### src/rtl/ff_bank_exec.sv
// Bank of WIDTH independently typed flip-flops (D/T/SR/JK) applying excitation
// terms each step, with sticky SR=11 flags and a saturating change counter.

module ff_bank_cell (
  input  logic [1:0] typ_i,
  input  logic       p_i,
  input  logic       x_i,
  input  logic       cur_i,
  output logic       nxt_o,
  output logic       sr11_o
);
  always_comb begin
    nxt_o  = cur_i;
    sr11_o = 1'b0;
    case (typ_i)
      2'b00: nxt_o = p_i;
      2'b01: nxt_o = cur_i ^ p_i;
      2'b10: begin
        case ({p_i, x_i})
          2'b10:   nxt_o = 1'b1;
          2'b01:   nxt_o = 1'b0;
          2'b11:   sr11_o = 1'b1;  // forbidden: bit holds, flag raised
          default: nxt_o = cur_i;
        endcase
      end
      default: begin
        case ({p_i, x_i})
          2'b10:   nxt_o = 1'b1;
          2'b01:   nxt_o = 1'b0;
          2'b11:   nxt_o = ~cur_i;
          default: nxt_o = cur_i;
        endcase
      end
    endcase
  end
endmodule

module ff_bank_exec #(
  parameter int WIDTH = 4,
  parameter int CNT_W = 8
) (
  input  logic               clk_i,
  input  logic               reset_i,
  input  logic               step_i,
  input  logic               load_i,
  input  logic [WIDTH-1:0]   load_value_i,
  input  logic [2*WIDTH-1:0] ff_type_i,
  input  logic [WIDTH-1:0]   ex_p_i,
  input  logic [WIDTH-1:0]   ex_q_i,
  input  logic               clear_err_i,
  output logic [WIDTH-1:0]   q_o,
  output logic [WIDTH-1:0]   err_bit_o,
  output logic               sr_err_o,
  output logic [CNT_W-1:0]   change_cnt_o
);
  localparam logic [CNT_W-1:0] CNT_ONE = {{(CNT_W-1){1'b0}}, 1'b1};

  logic [WIDTH-1:0] q_q, q_d, err_q, err_d, nxt, sr11;
  logic [CNT_W-1:0] cnt_q, cnt_d;
  logic             sr_err_q;

  for (genvar g = 0; g < WIDTH; g++) begin : g_cell
    ff_bank_cell u_cell (
      .typ_i  (ff_type_i[2*g +: 2]),
      .p_i    (ex_p_i[g]),
      .x_i    (ex_q_i[g]),
      .cur_i  (q_q[g]),
      .nxt_o  (nxt[g]),
      .sr11_o (sr11[g])
    );
  end

  always_comb begin
    q_d   = q_q;
    err_d = err_q;
    cnt_d = cnt_q;
    if (load_i) begin
      q_d = load_value_i;
    end else begin
      if (clear_err_i) err_d = '0;
      if (step_i) begin
        q_d   = nxt;
        err_d = err_d | sr11;  // new errors win over clear
        if ((nxt != q_q) && (cnt_q != '1)) cnt_d = cnt_q + CNT_ONE;
      end
    end
  end

  always_ff @(posedge clk_i or posedge reset_i) begin
    if (reset_i) begin
      q_q      <= '0;
      err_q    <= '0;
      sr_err_q <= 1'b0;
      cnt_q    <= '0;
    end else begin
      q_q      <= q_d;
      err_q    <= err_d;
      sr_err_q <= |err_d;
      cnt_q    <= cnt_d;
    end
  end

  assign q_o          = q_q;
  assign err_bit_o    = err_q;
  assign sr_err_o     = sr_err_q;
  assign change_cnt_o = cnt_q;
endmodule

### config.mk
export PLATFORM = sky130hd
export DESIGN_NAME = ff_bank_exec
export DESIGN_NICKNAME = d
export VERILOG_FILES = /design/src/rtl/ff_bank_exec.sv
export SDC_FILE = /design/constraint.sdc
export NUM_CORES = 1
export LEC_CHECK = 0
export CAP_MARGIN = 20
export CORE_UTILIZATION = 45
export DETAILED_ROUTE_END_ITERATION = 12
export PLACE_DENSITY = 0.89
export SLEW_MARGIN = 40
export SYNTH_ARGS = -nofsm -noshare
export SYNTH_HDL_FRONTEND = slang
export SYNTH_HIERARCHICAL = 1
export SYNTH_SLANG_ARGS = --single-unit
### constraint.sdc
create_clock -name clk_i -period 2.4 [get_ports clk_i]
set_input_delay 0.36 -clock clk_i [delete_from_list [all_inputs] [get_ports clk_i]]
set_output_delay 0.36 -clock clk_i [all_outputs]
set_load 0.03 [all_outputs]
After elaboration in Yosys (flattened, before gate mapping)
Cells that the tools add are included.
{"block": "op_classes", "n_addsub": 1, "eq_ne": 22, "n_mux": 26, "bitwise": 10, "reduce_logical": 8}
{"operator": "== test 2 bit, second input constant", "n": 12}
{"operator": "two-way mux 4 bit", "n": 6}
{"operator": "case mux 1 bit (3 select lines)", "n": 8}
{"operator": "== test 2 x 1 -> 1 bit, second input constant", "n": 8}
{"operator": "adder 8 x 1 -> 8 bit, second input constant", "n": 1}
{"operator": "logical NOT 2 bit", "n": 4}
{"operator": "two-way mux 1 bit", "n": 8}
{"operator": "inequality test 8 bit, second input constant", "n": 1}
{"operator": "case mux 1 bit (2 select lines)", "n": 4}
{"operator": "inverter 1 bit", "n": 5}
{"operator": "inequality test 4 bit", "n": 1}
{"operator": "bitwise OR 4 bit", "n": 1}
{"operator": "OR reduction 4 bit", "n": 1}
{"operator": "XOR 1 bit", "n": 4}
{"operator": "AND reduction 3 bit", "n": 1}
{"operator": "nonzero test 2 bit", "n": 1}
{"operator": "logical AND 1 bit", "n": 1}
{"block": "word_totals", "register_bits": 17, "inputBits": 25, "output_inout_bits": 17}

Depth between registers and ports, before layout
{"block": "logic_depth", "depth_word": 7, "ltp_mapped": 9}

Hierarchy
Netlist, hierarchy kept.
{"mod": "ff_bank_exec", "instances": 1, "cells_each": 68, "area_per_inst_um2": 824.5}
{"mod": "ff_bank_cell", "instances": 4, "cells_each": 12, "area_per_inst_um2": 101.3}

Worst setup path before layout
Ideal clock, no wire load.
{"block": "synth_path", "path_type": "input -> register", "start": "input port ex_q_i[1]", "end": "register cnt_q[1], in the netlist change_cnt_o[1]", "setup_ns": 0.125, "arrival_ns": 2.158, "required_ns": 2.275, "slack_ns": 0.117, "cell_stages": 9, "path_cell_list": "inv_1 > ha_1 > mux2_4 > o21ai_2 > a221oi_2 > xor2_1 > nor4_4 > nor2_2 > mux2_4"}
{"block": "synth_via", "elab_chain_cells": 6, "elab_cells_between_ends": 9}
{"item": "from (decl)", "line": "49", "rtl": "input logic [WIDTH-1:0] ex_q_i,"}
{"item": "== test 2 bit (tied with other cells)", "line": "27", "rtl": "case ({p_i, x_i})"}
{"item": "case mux 1 bit (3 select lines) or case mux 1 bit (2 select lines) (tied branches)", "line": "27, 19"}
{"item": "case mux 1 bit (3 select lines) *", "line": "15", "rtl": "case (typ_i)"}
{"item": "via nxt[1]", "line": "58", "rtl": "logic [WIDTH-1:0] q_q, q_d, err_q, err_d, nxt, sr11;"}
{"item": "inequality test 4 bit *", "line": "84", "rtl": "if ((nxt != q_q) && (cnt_q != '1)) cnt_d = cnt_q + CNT_ONE;"}
{"item": "logical AND 1 bit *", "line": "84"}
{"item": "AND reduction 3 bit (no source line) *"}
{"item": "to (signal assigned)", "line": "99", "rtl": "cnt_q <= cnt_d;"}
{"item": "to (decl)", "line": "59", "rtl": "logic [CNT_W-1:0] cnt_q, cnt_d;"}
The timed path passes the listed nets; every way through them passes the cells marked *.
A chain may end at the register's enable or synchronous reset.

Worst setup path in the final report
{"block": "layout_path", "start": "input port ex_p_i[1]", "end": "register cnt_q[2], in the netlist change_cnt_o[2]"}
{"block": "layout_via", "elab_chain_cells": 6, "elab_cells_between_ends": 10}
{"item": "from (decl)", "line": "48", "rtl": "input logic [WIDTH-1:0] ex_p_i,"}
{"item": "== test 2 bit (tied with other cells)", "line": "27"}
{"item": "case mux 1 bit (3 select lines) or case mux 1 bit (2 select lines) (tied branches)", "line": "27, 19"}
{"item": "case mux 1 bit (3 select lines) *", "line": "15"}
{"item": "via nxt[1]", "line": "58"}
{"item": "inequality test 4 bit *", "line": "84"}
{"item": "logical AND 1 bit *", "line": "84"}
{"item": "AND reduction 3 bit (no source line) *"}
Marked as above.

==> results.py <==
metrics = {
    "worst_setup_path": {
        "cp.required_ns": 2.57,
        "crit_start": "ex_p_i[1]",
        "arrival_ns": 2.50,
        "reg2reg_from": "q_o[1]",
        "end_kind": "register",
        "cp_max_fo": 6,
        "r2r_slack_ns": 0.17,
        "timing.rr.end": "change_cnt_o[2]",
        "critPathKind": "in -> reg",
        "cp-start-kind": "primary input",
        "crit_end": "change_cnt_o[2]",
        "reg2reg_depth": 8,
    },
    "die": {
        "ios": 42,
        "coreArea_sq_mm": 0.00252,
        "die_h_um": 54.3,
        "fp-row-count": 18,
        "fp.dieW_um": 54.3,
        "die-area_sq_mm": 0.00295,
        "start_util_pct": 48.8,
    },
    "pwr": {
        "p_seq_share_pct": 37.8,
        "power_frac_comb_pct": 48.6,
        "p_leak_nw": 0.854,
        "p_int_mw": 0.677,
        "power.switching_mw": 0.439,
        "p_sw_share_pct": 39.3,
        "power.share.clock_pct": 13.6,
        "ir_drop_mv": 0.576,
        "powerDensity_mw_per_mm2": 599,
        "total_power_mw": 1.12,
    },
    "route": {
        "drtPass1Iterations": 4,
        "num_vias": 1120,
        "wire_per_inst_um": 13.9,
        "drt_iter0_markers": 10,
        "final_antenna_net_count": 0,
        "route.detailed.drc": 0,
        "wl_mm": 2.87,
        "via_per_inst": 5.44,
    },
    "timing": {
        "fin_skew_ns": 0.00228,
        "fin_crit_sh_pct": 97.1,
        "finalCriticalPeriod_ns": 2.33,
        "hold_viol": 0,
        "fmax_mhz": 429,
        "tightest_slew_ns": 0.650,
        "rsz0062_at_grt": "false",
        "fin_setup_tns_ns": 0,
        "timing.hold.ws_ns": 0.460,
        "relSlewSlack_pct": 56.6,
        "setup_viol_count_final": 0,
        "finalWorstSetupSlack_ns": 0.0705,
        "report.final.slew_viol_count": 0,
    },
    "placement": {
        "place_ws_ns": -0.517,
        "place_congestion": 0.830,
        "portBuffers": 41,
        "dp_cells": 199,
        "dp_hpwl_mm": 2.31,
        "dpl_cell_area_sq_mm": 0.00176,
    },
    "layout": {
        "nNetsFinal": 211,
        "utilization_pct": 73.8,
        "drive_above_1_share_pct": 27.8,
        "stdcell_area_sq_mm": 0.00186,
        "area_growth_pct": 51.4,
        "finalNonFillerCells": 206,
        "n_antenna_cell": 0,
    },
    "clocking": {
        "clock_latency_ns": 0.28,
        "htreeDepth": 1,
        "cts_tree": "built",
        "clk_pin_slew_ns": 0.10,
        "cts_buffers": 3,
        "cts_root_buffer": "clkbuf_4",
        "cts.sinks": 17,
        "cts_buffer_depth": 2,
    },
    "min_path": {
        "hold_class": "in -> async",
    },
    "global_route": {
        "grt_max_degree": 18,
        "antenna_found_initial": 0,
        "grt_pass1_vias": 1117,
        "overflow": 0,
        "grt_pass1_wl_mm": 4.62,
        "grtUsageTotal_pct": 21.4,
    },
    "job": {
        "drv_cap": 0,
    },
    "synthesis": {
        "seq_area_frac_synth_pct": 34.6,
        "synth-warning-count": 6,
        "synth_area_leader_cell": "dfrtp_1",
        "synth_nets": 150,
        "synth_area_per_cell_sq_um": 10.6,
        "synth_area_leaders": "dfrtp_1, ha_1, xor2_1, mux2_4, a221oi_2",
        "ys_seq_elements": 17,
        "synth_cell_type_count": 31,
        "synth_cells": 116,
        "synth_area_sq_mm": 0.00123,
        "yosysTopAreaCellShare_pct": 34.6,
    },
    "status": {
        "status": "finished clean",
    },
}
-- worst max-delay path, cell delays in order --
cell and delay, ns:
dlygate4sd2_1 0.27, ha_4 0.27, mux2_4 0.29, o21ai_2 0.14, a221oi_2 0.10, xor2_1 0.18, nor4_4 0.48, buf_4 0.20
nor3b_1 0.05, xor2_1 0.15
-- placed cells by master (no fill, tap or decap) --
cell and n:
clkdlybuf4s50_1 33, dfrtp_1 17, buf_4 17, xor2_1 11, nand3_1 10, dlygate4sd2_1 7
nand2_1 6, mux2_4 5, nor2_1 5, ha_1 5, mux2i_1 4, o21ai_0 4
inv_2 4, o21ai_2 4, or2_1 4, a21oi_1 4, a221oi_2 4, and3b_1 4
ha_4 4, a22o_2 3, clkbuf_4 3, nor4_4 1, nand4_1 1, nor2b_4 1
o21ai_1 1, nor2_2 1, and2_1 1, o2111ai_1 1, nor3_2 1, nor3b_1 1
nor4b_2 1, nor3_1 1, nand2b_1 1, a22o_1 1, or4_1 1, inv_1 1
nor4_1 1, clkbuf_1 1, clkdlybuf4s15_1 1
-- what timing repair did --
action,CTS,global route
hold buffers,0,0
endpoints found under the setup margin,8,1
resized for setup,18,1
pin swaps,11,2
setup buffers,3,0
-- cells by family after synthesis --
family,share of synthesized area (%)
adders and majority gates,9.16
muxes,9.36
DFF,34.6
AOI/OAI and AO/OA,15.3
buffers and inverters,3.36
xor gates and xnor gates,7.83
and+or+nand+nor,20.4
-- Yosys cell counts --
master and number:
inv_1 5, nand2_1 6, or4_1 1, mux2_4 5, nor2b_4 1, and3b_1 4
o21ai_1 1, a22o_2 3, nor4b_1 1, xor2_1 11, mux2i_1 4, o2111ai_1 1
nand3_1 10, nor3b_1 1, o21ai_2 4, nor4_1 1, a221oi_2 4, o21ai_0 4
and2_1 1, or2_1 4, ha_1 9, nor2_2 1, nor2_1 5, buf_6 2
nand4_1 1, nor3_1 2, nor4_4 1, a21oi_1 4, a22o_1 1, nand2b_1 1
dfrtp_1 17
-- power groups by stage --
stage | registers (mW) | clock network (mW) | logic (mW)
2_1_floorplan | 0.529 | 0 | 0.193
3_3_place_gp | 0.423 | 0 | 0.505
3_5_place_dp | 0.427 | 0 | 0.527
4_1_cts | 0.421 | 0.154 | 0.546
5_1_grt | 0.435 | 0.170 | 0.583
6_report | 0.422 | 0.151 | 0.542
-- routing by layer --
metal | wire [um] | global-route usage [%]
met5 | 0 | 0
met4 | 14 | 3.85
met3 | 112 | 1.67
met2 | 1500 | 41.1
met1 | 1250 | 25.7
-- how the worst min path moves through the flow --
stage	endpoint	cells after the start	from
3_5_place_dp	change_cnt_o[7]	1	change_cnt_o[7]
6_report	q_o[2]	2	reset_i
3_3_place_gp	change_cnt_o[7]	1	change_cnt_o[7]
5_1_grt	q_o[2]	2	reset_i
2_1_floorplan	change_cnt_o[0]	1	reset_i
4_1_cts	change_cnt_o[3]	2	reset_i
-- final cells by class --
class                   instances  area [sq um]
fillers                       186           661
multi-input cells              92           825
well taps                      30          37.5
clock buffers                   4          26.3
repair buffers                 58           529
inverters                       5          18.8
flip-flops and latches         17           425
-- flip-flops by register name, indices dropped and copies added (netlist names) --
signal and count:
sr_err_o 1, err_bit_o 4, change_cnt_o 8, q_o 4
Note: power is estimated with default switching activity, not from simulation.
